## src/rtl/vram_arbiter.sv

```systemverilog
// Single-port arbiter for the shared video/sprite RAM: sprite > tile > CPU,
// with a starvation guard that lets a long-waiting CPU preempt the tile fetcher.
module vram_arbiter #(
  parameter int AW           = 16,
  parameter int DW           = 8,
  parameter int STARVE_LIMIT = 8
) (
  input  logic          clk,
  input  logic          rst,
  input  logic          spr_req,
  input  logic [AW-1:0] spr_addr,
  output logic          spr_gnt,
  output logic          spr_rvalid,
  input  logic          til_req,
  input  logic [AW-1:0] til_addr,
  output logic          til_gnt,
  output logic          til_rvalid,
  output logic          til_drop,
  input  logic          cpu_req,
  input  logic          cpu_we,
  input  logic [AW-1:0] cpu_addr,
  input  logic [DW-1:0] cpu_wdata,
  output logic          cpu_gnt,
  output logic          cpu_wait,
  output logic          cpu_rvalid,
  output logic [DW-1:0] rdata,
  output logic          ram_en,
  output logic          ram_we,
  output logic [AW-1:0] ram_addr,
  output logic [DW-1:0] ram_wdata,
  input  logic [DW-1:0] ram_din
);

  typedef enum logic [1:0] {
    OWN_NONE,
    OWN_SPR,
    OWN_TIL,
    OWN_CPU
  } owner_t;

  localparam logic [7:0] LIMIT = 8'(STARVE_LIMIT);

  owner_t     owner_q;
  owner_t     owner_d;
  logic [7:0] starve_cnt;
  logic       starved;

  assign starved = (starve_cnt == LIMIT);

  // The sprite loader always wins; a starved CPU outranks the tile fetcher.
  always_comb begin
    spr_gnt  = 1'b0;
    til_gnt  = 1'b0;
    cpu_gnt  = 1'b0;
    til_drop = 1'b0;
    if (!rst) begin
      spr_gnt = spr_req;
      if (!spr_req) begin
        if (cpu_req && starved) begin
          cpu_gnt  = 1'b1;
          til_drop = til_req;
        end else if (til_req) begin
          til_gnt = 1'b1;
        end else if (cpu_req) begin
          cpu_gnt = 1'b1;
        end
      end
    end
  end

  assign cpu_wait = cpu_req & ~cpu_gnt;

  always_comb begin
    ram_addr  = '0;
    ram_wdata = '0;
    owner_d   = OWN_NONE;
    if (spr_gnt) begin
      ram_addr = spr_addr;
      owner_d  = OWN_SPR;
    end else if (til_gnt) begin
      ram_addr = til_addr;
      owner_d  = OWN_TIL;
    end else if (cpu_gnt) begin
      ram_addr  = cpu_addr;
      ram_wdata = cpu_wdata;
      owner_d   = cpu_we ? OWN_NONE : OWN_CPU;
    end
  end

  assign ram_en = spr_gnt | til_gnt | cpu_gnt;
  assign ram_we = cpu_gnt & cpu_we;

  always_ff @(posedge clk) begin
    if (rst) begin
      owner_q    <= OWN_NONE;
      starve_cnt <= '0;
    end else begin
      owner_q <= owner_d;
      if (cpu_req && !cpu_gnt) begin
        if (!starved) starve_cnt <= starve_cnt + 8'd1;
      end else begin
        starve_cnt <= '0;
      end
    end
  end

  // Gating with rst kills a return whose grant was followed by a reset cycle.
  assign spr_rvalid = ~rst & (owner_q == OWN_SPR);
  assign til_rvalid = ~rst & (owner_q == OWN_TIL);
  assign cpu_rvalid = ~rst & (owner_q == OWN_CPU);
  assign rdata      = ram_din;

endmodule

```

## config.mk

```make
export PLATFORM = sky130hd
export DESIGN_NAME = vram_arbiter
export DESIGN_NICKNAME = d
export VERILOG_FILES = /design/src/rtl/vram_arbiter.sv
export SDC_FILE = /design/constraint.sdc
export NUM_CORES = 1
export LEC_CHECK = 0
export ABC_CLOCK_PERIOD_IN_PS = 3080
export CAP_MARGIN = 25
export CORE_MARGIN = 2
export CORE_UTILIZATION = 32
export CTS_BUF_LIST = sky130_fd_sc_hd__clkbuf_2 sky130_fd_sc_hd__clkbuf_4 sky130_fd_sc_hd__clkbuf_8
export CTS_CLUSTER_SIZE = 10
export DETAILED_ROUTE_END_ITERATION = 12
export PLACE_DENSITY = 0.85
export SLEW_MARGIN = 30
export SYNTH_ARGS = -nofsm -noshare
export SYNTH_HDL_FRONTEND = slang
export SYNTH_SLANG_ARGS = --single-unit
```

## constraint.sdc

```tcl
create_clock -name clk -period 3.08 [get_ports clk]
set_clock_uncertainty 0.1 [all_clocks]
set_input_delay 0.616 -clock clk [delete_from_list [all_inputs] [get_ports clk]]
set_output_delay 0.616 -clock clk [all_outputs]
set_load 0.05 [all_outputs]
```

Word level (Yosys, flattened, before mapping)
Index checks and enable logic that the tools add are counted.
W data, S select, Z words.
{ "word_totals": {"input_bits": 70, "ff_bits": 10, "wordCells": 46, "output_inout_bits": 42} }
{ "classes": {"n_reduce_logical": 5, "n_bitwise": 10, "n_mux": 23, "n_eq_ne": 4, "n_addsub": 1} }
{ "ops": {"columns": ["operator", "n"], "rows": [
  ["$mux W16", 3],
  ["$mux W8", 3],
  ["$mux W1", 14],
  ["$add A8 B1 Y8 const B", 1],
  ["$eq A8 B4 Y1 const B", 1],
  ["$mux W2", 3],
  ["$and A1 B1 Y1", 5],
  ["$eq A2 B2 Y1 const B", 2],
  ["$reduce_or A2 Y1", 2],
  ["$not A1 Y1", 3],
  ["$eq A2 B1 Y1 const B", 1],
  ["$logic_and A1 B1 Y1", 2],
  ["$or A1 B1 Y1", 2],
  ["$logic_not A1 Y1", 1]
]} }

Logic depth before layout (Yosys ltp)
{ "logic_depth": {"depth_word": 9, "mapped_depth": 8, "ltp_nobuf": 5} }

Worst setup path before layout
OpenSTA, ideal clock, no wires.
{ "synth_path": {"path_kind": "register to output", "startpoint": "register starve_cnt[0]", "endpoint": "output port til_gnt", "slack_ns": -0.245, "arrival_time_ns": 2.609, "stages_incl_launch_ff": 7, "path_cell_list": "dfxtp_1 > inv_1 > ha_1 > nand4bb_1 > clkbuf_1 > nor2_1 > nor4b_1"} }
{ "synth_between": {"elab_chain_len": 5} }
{ "synth_rtl": {"columns": ["element", "line", "rtl"], "rows": [
  ["from (decl)", "45", "logic [7:0] starve_cnt;"],
  ["from (signal assigned)", "100", "if (!starved) starve_cnt <= starve_cnt + 8'd1;"],
  ["$eq A8 B4 Y1", "48", "assign starved = (starve_cnt == LIMIT);"],
  ["$logic_and A1 B1 Y1", "59", "if (cpu_req && starved) begin"],
  ["$mux W1", "59", null],
  ["$mux W1", "58", "if (!spr_req) begin"],
  ["$mux W1", "56", "if (!rst) begin"],
  ["to (decl)", "16", "output logic til_gnt,"]
]} }
Every way passes these cells.

Final worst setup path
{ "layout_path": {"startpoint": "input port til_req", "endpoint": "output port ram_addr[5]"} }
{ "layout_between": {"elab_chain_len": 7, "word_cells_on_any_way": 11, "cone_classes": "11 x mux"} }
{ "layout_rtl": {"columns": ["element", "line", "rtl"], "rows": [
  ["from (decl)", "14", "input logic til_req,"],
  ["$mux W1", "62", "end else if (til_req) begin"],
  ["$mux W1", "59", null],
  ["$mux W1", "58", null],
  ["$mux W1", "56", null],
  ["$mux W16", "83", "end else if (cpu_gnt) begin"],
  ["$mux W16 *", "80", "end else if (til_gnt) begin"],
  ["$mux W16 *", "77", "if (spr_gnt) begin"],
  ["to (decl)", "29", "output logic [AW-1:0] ram_addr,"]
]} }
Mark *: on every way between the ends. The rest lies on a longest branch, timed or not.

==> qor.txt <==
port bufs: 95
Synth Register Bits: 10
slowest CP cell: clkdlybuf4s50_1
outcome: completed
RSZ-0062 raised after global routing: no
CP required: 2.36 ns
Top Metal Used: met4
WHS: 0.392 ns
Skew-Pair Late Insertion Delay: 0.24 ns
most common cell in the netlist: nand2_1
placed cell count: 311
initial antenna violation count: 0
drt initial violations: 80
Most used DFF post-synth: dfxtp_1
clock slew at reported path FFs: 0.04 ns
Seq/Total Area, Yosys: 15.8%
max-cap violations: 0
share of cells above drive strength 1: 20.2%
Max-slew headroom: 65.7%
fin util: 69.5%
Yosys cell types: 38
top cell type's share of synthesized area: 15.8%
Critical Path AT: 2.20 ns
cts bufs inserted: 3
Hold Crit Class: reg2reg
Post-DP HPWL: 3.65 mm
GP Congestion: 0.832
GRT Util Overall: 22.4%
critical path class: in2out
die width: 66.9 µm
DRC: 0
peak supply drop: 0.124 mV
Gate Count Post-Synth: 186
Core Area: 3740 µm²
Layout Nets: 340
Tcrit/Tclk final: 94.5%
Leak: 0.000975 µW
mapped cell area: 1260 µm²
std cell rows: 22
htree depth: 1
Die ar.: 4470 µm²
average size of a mapped cell: 6.80 µm²
grt ovf: 0
worst path bufs/invs: 3
Synth Warn #: 0
commonest cells in the netlist: nand2_1 (35), o21ai_0 (21), o211ai_1 (18)
Worst Tran Pin Value: 0.513 ns
Fmax: 343 MHz
final wirelength: 4.61 mm
met2 routed WL: 2.39 mm
pin count of the biggest net entering global routing: 26
CTS max path bufs: 2
synth top area cells: dfxtp_1 (16%), nor4bb_1 (13%), o211ai_1 (11%)
CP cell instances: clkdlybuf4s50_1, buf_4, nor4bb_1, o21ai_0, o211ai_1, buf_12
setup repair bufs after CTS: 0
Async SR Flop Fraction: 0%
Final Non-Filler Cells: 315
vias in the first global route: 1725
1st-pass router iterations: 4
CP Capture Type: output port
die height: 66.9 µm
PD cells: 244 nW/µm²
Ant. Diodes: 0
WL met1: 1.81 mm
Post-synth EDFFs: 0
# IOs: 112
Synth area leader: dfxtp_1
Vias/cell: 5.37
Clock Sinks: 10
largest stage delay on the critical path: 0.59 ns
setup TNS: 0 ns
max-slew violation count: 0
critical path's top delay family: buffers and inverters
minimum clock period: 2.91 ns
worst-path fanout max: 16
Root Buffer: clkbuf_8
CP Launch Type: primary input
first-pass GRT wire length: 7.76 mm
CTS tree: built
# setup viols final: 0
Routed WL per cell: 14.6 µm
Routed Antenna Nets: 0
via count: 1693
met3 WL: 250 µm
Layout area overhead: 106%
Starting Density: 33.8%
syn nets: 258
Final Hold Viols: 0
==> cells by family after synthesis <==
group	after synthesis	share of synthesized area, %
AO/OA/AOI/OAI	49	24.4
buffers and inverters	33	13.5
XOR/XNOR	3	2.08
adder cells (fa/ha/maj)	2	1.98
AND/OR/NAND/NOR	89	42.2
flip-flops	10	15.8
==> power by group <==
| part | switching, µW | total (µW) | internal, µW |
|---|---|---|---|
| clock | 51.8 | 164 | 112 |
| combinational | 157 | 336 | 179 |
| sequential | 2.65 | 135 | 132 |
| total | 211 | 635 | 424 |
==> stage by stage <==
stage / area (µm²) / power (µW) / setup slack (ns)
after global routing: 2600 / 669 / 0.0511
after CTS: 2590 / 640 / 0.113
after global placement: 2540 / 469 / 0.132
after floorplan: 1270 / 309 / 0.0118
after detailed placement: 2540 / 473 / 0.116
final: 2600 / 635 / 0.168
==> sequential cells by signal (all words and copies together) (netlist names) <==
name        cells
starve_cnt      8
owner_q         2
==> worst paths after layout <==
kind	from	endpoint	slack, ns	depth (start not counted)
hold / removal	starve_cnt[7]	starve_cnt[7]	0.39	2
setup reg to reg	starve_cnt[2]	starve_cnt[0]	1.05	4
setup / recovery	til_req	ram_addr[5]	0.17	6
hold reg to reg	starve_cnt[7]	starve_cnt[7]	0.39	2
==> worst reg2reg max path, cell delays in order (launching register included) <==
cell and delay [ns]:
dfxtp_1 0.35, or4b_1 0.61, buf_4 0.24, o211ai_1 0.47
o21ai_0 0.13
==> timing repair <==
action | CTS | global route
pin swaps | 0 | 1
resized for setup | 1 | 1
endpoints found under the setup margin | 9 | 1
hold buffers | 0 | 0
==> layer usage <==
metal  vias to the layer above  GRT usage, %
met5                         -             0
li1                        829             -
met2                        64          39.8
met4                         0          10.2
met3                        19          4.56
met1                       781          25.4
==> cell type report <==
cell class                      count  area (µm²)
Timing Repair Buffer              105        1350
Fill cell                         304        1140
Multi-Input combinational cell    143         913
Sequential cell                    10         200
Tap cell                           48        60.1
Clock buffer                        4        55.1
Inverter                            5        18.8
==> placed cells by master (no fill, tap or decap), drive strengths merged <==
| cell | instances |
|---|---|
| or4b | 1 |
| o21a | 1 |
| a21boi | 2 |
| or3b | 1 |
| buf | 44 |
| nor4bb | 16 |
| a21oi | 3 |
| clkdlybuf4s50 | 61 |
| clkbuf | 4 |
| nand4bb | 1 |
| nand4 | 1 |
| inv | 5 |
| or2 | 1 |
| nor2b | 2 |
| ha | 2 |
| a31o | 1 |
| a211oi | 1 |
| o211a | 1 |
| nor3 | 1 |
| nor2 | 5 |
| dfxtp | 10 |
| nor4b | 1 |
| xnor2 | 2 |
| o211ai | 18 |
| or4 | 1 |
| and3 | 9 |
| nand4b | 1 |
| or3 | 4 |
| nor3b | 3 |
| o21ai | 22 |
| xor2 | 1 |
| and2 | 1 |
| nand3 | 4 |
| nand2 | 35 |
| and3b | 1 |
No activity file was read; power rests on OpenSTA's default activity.
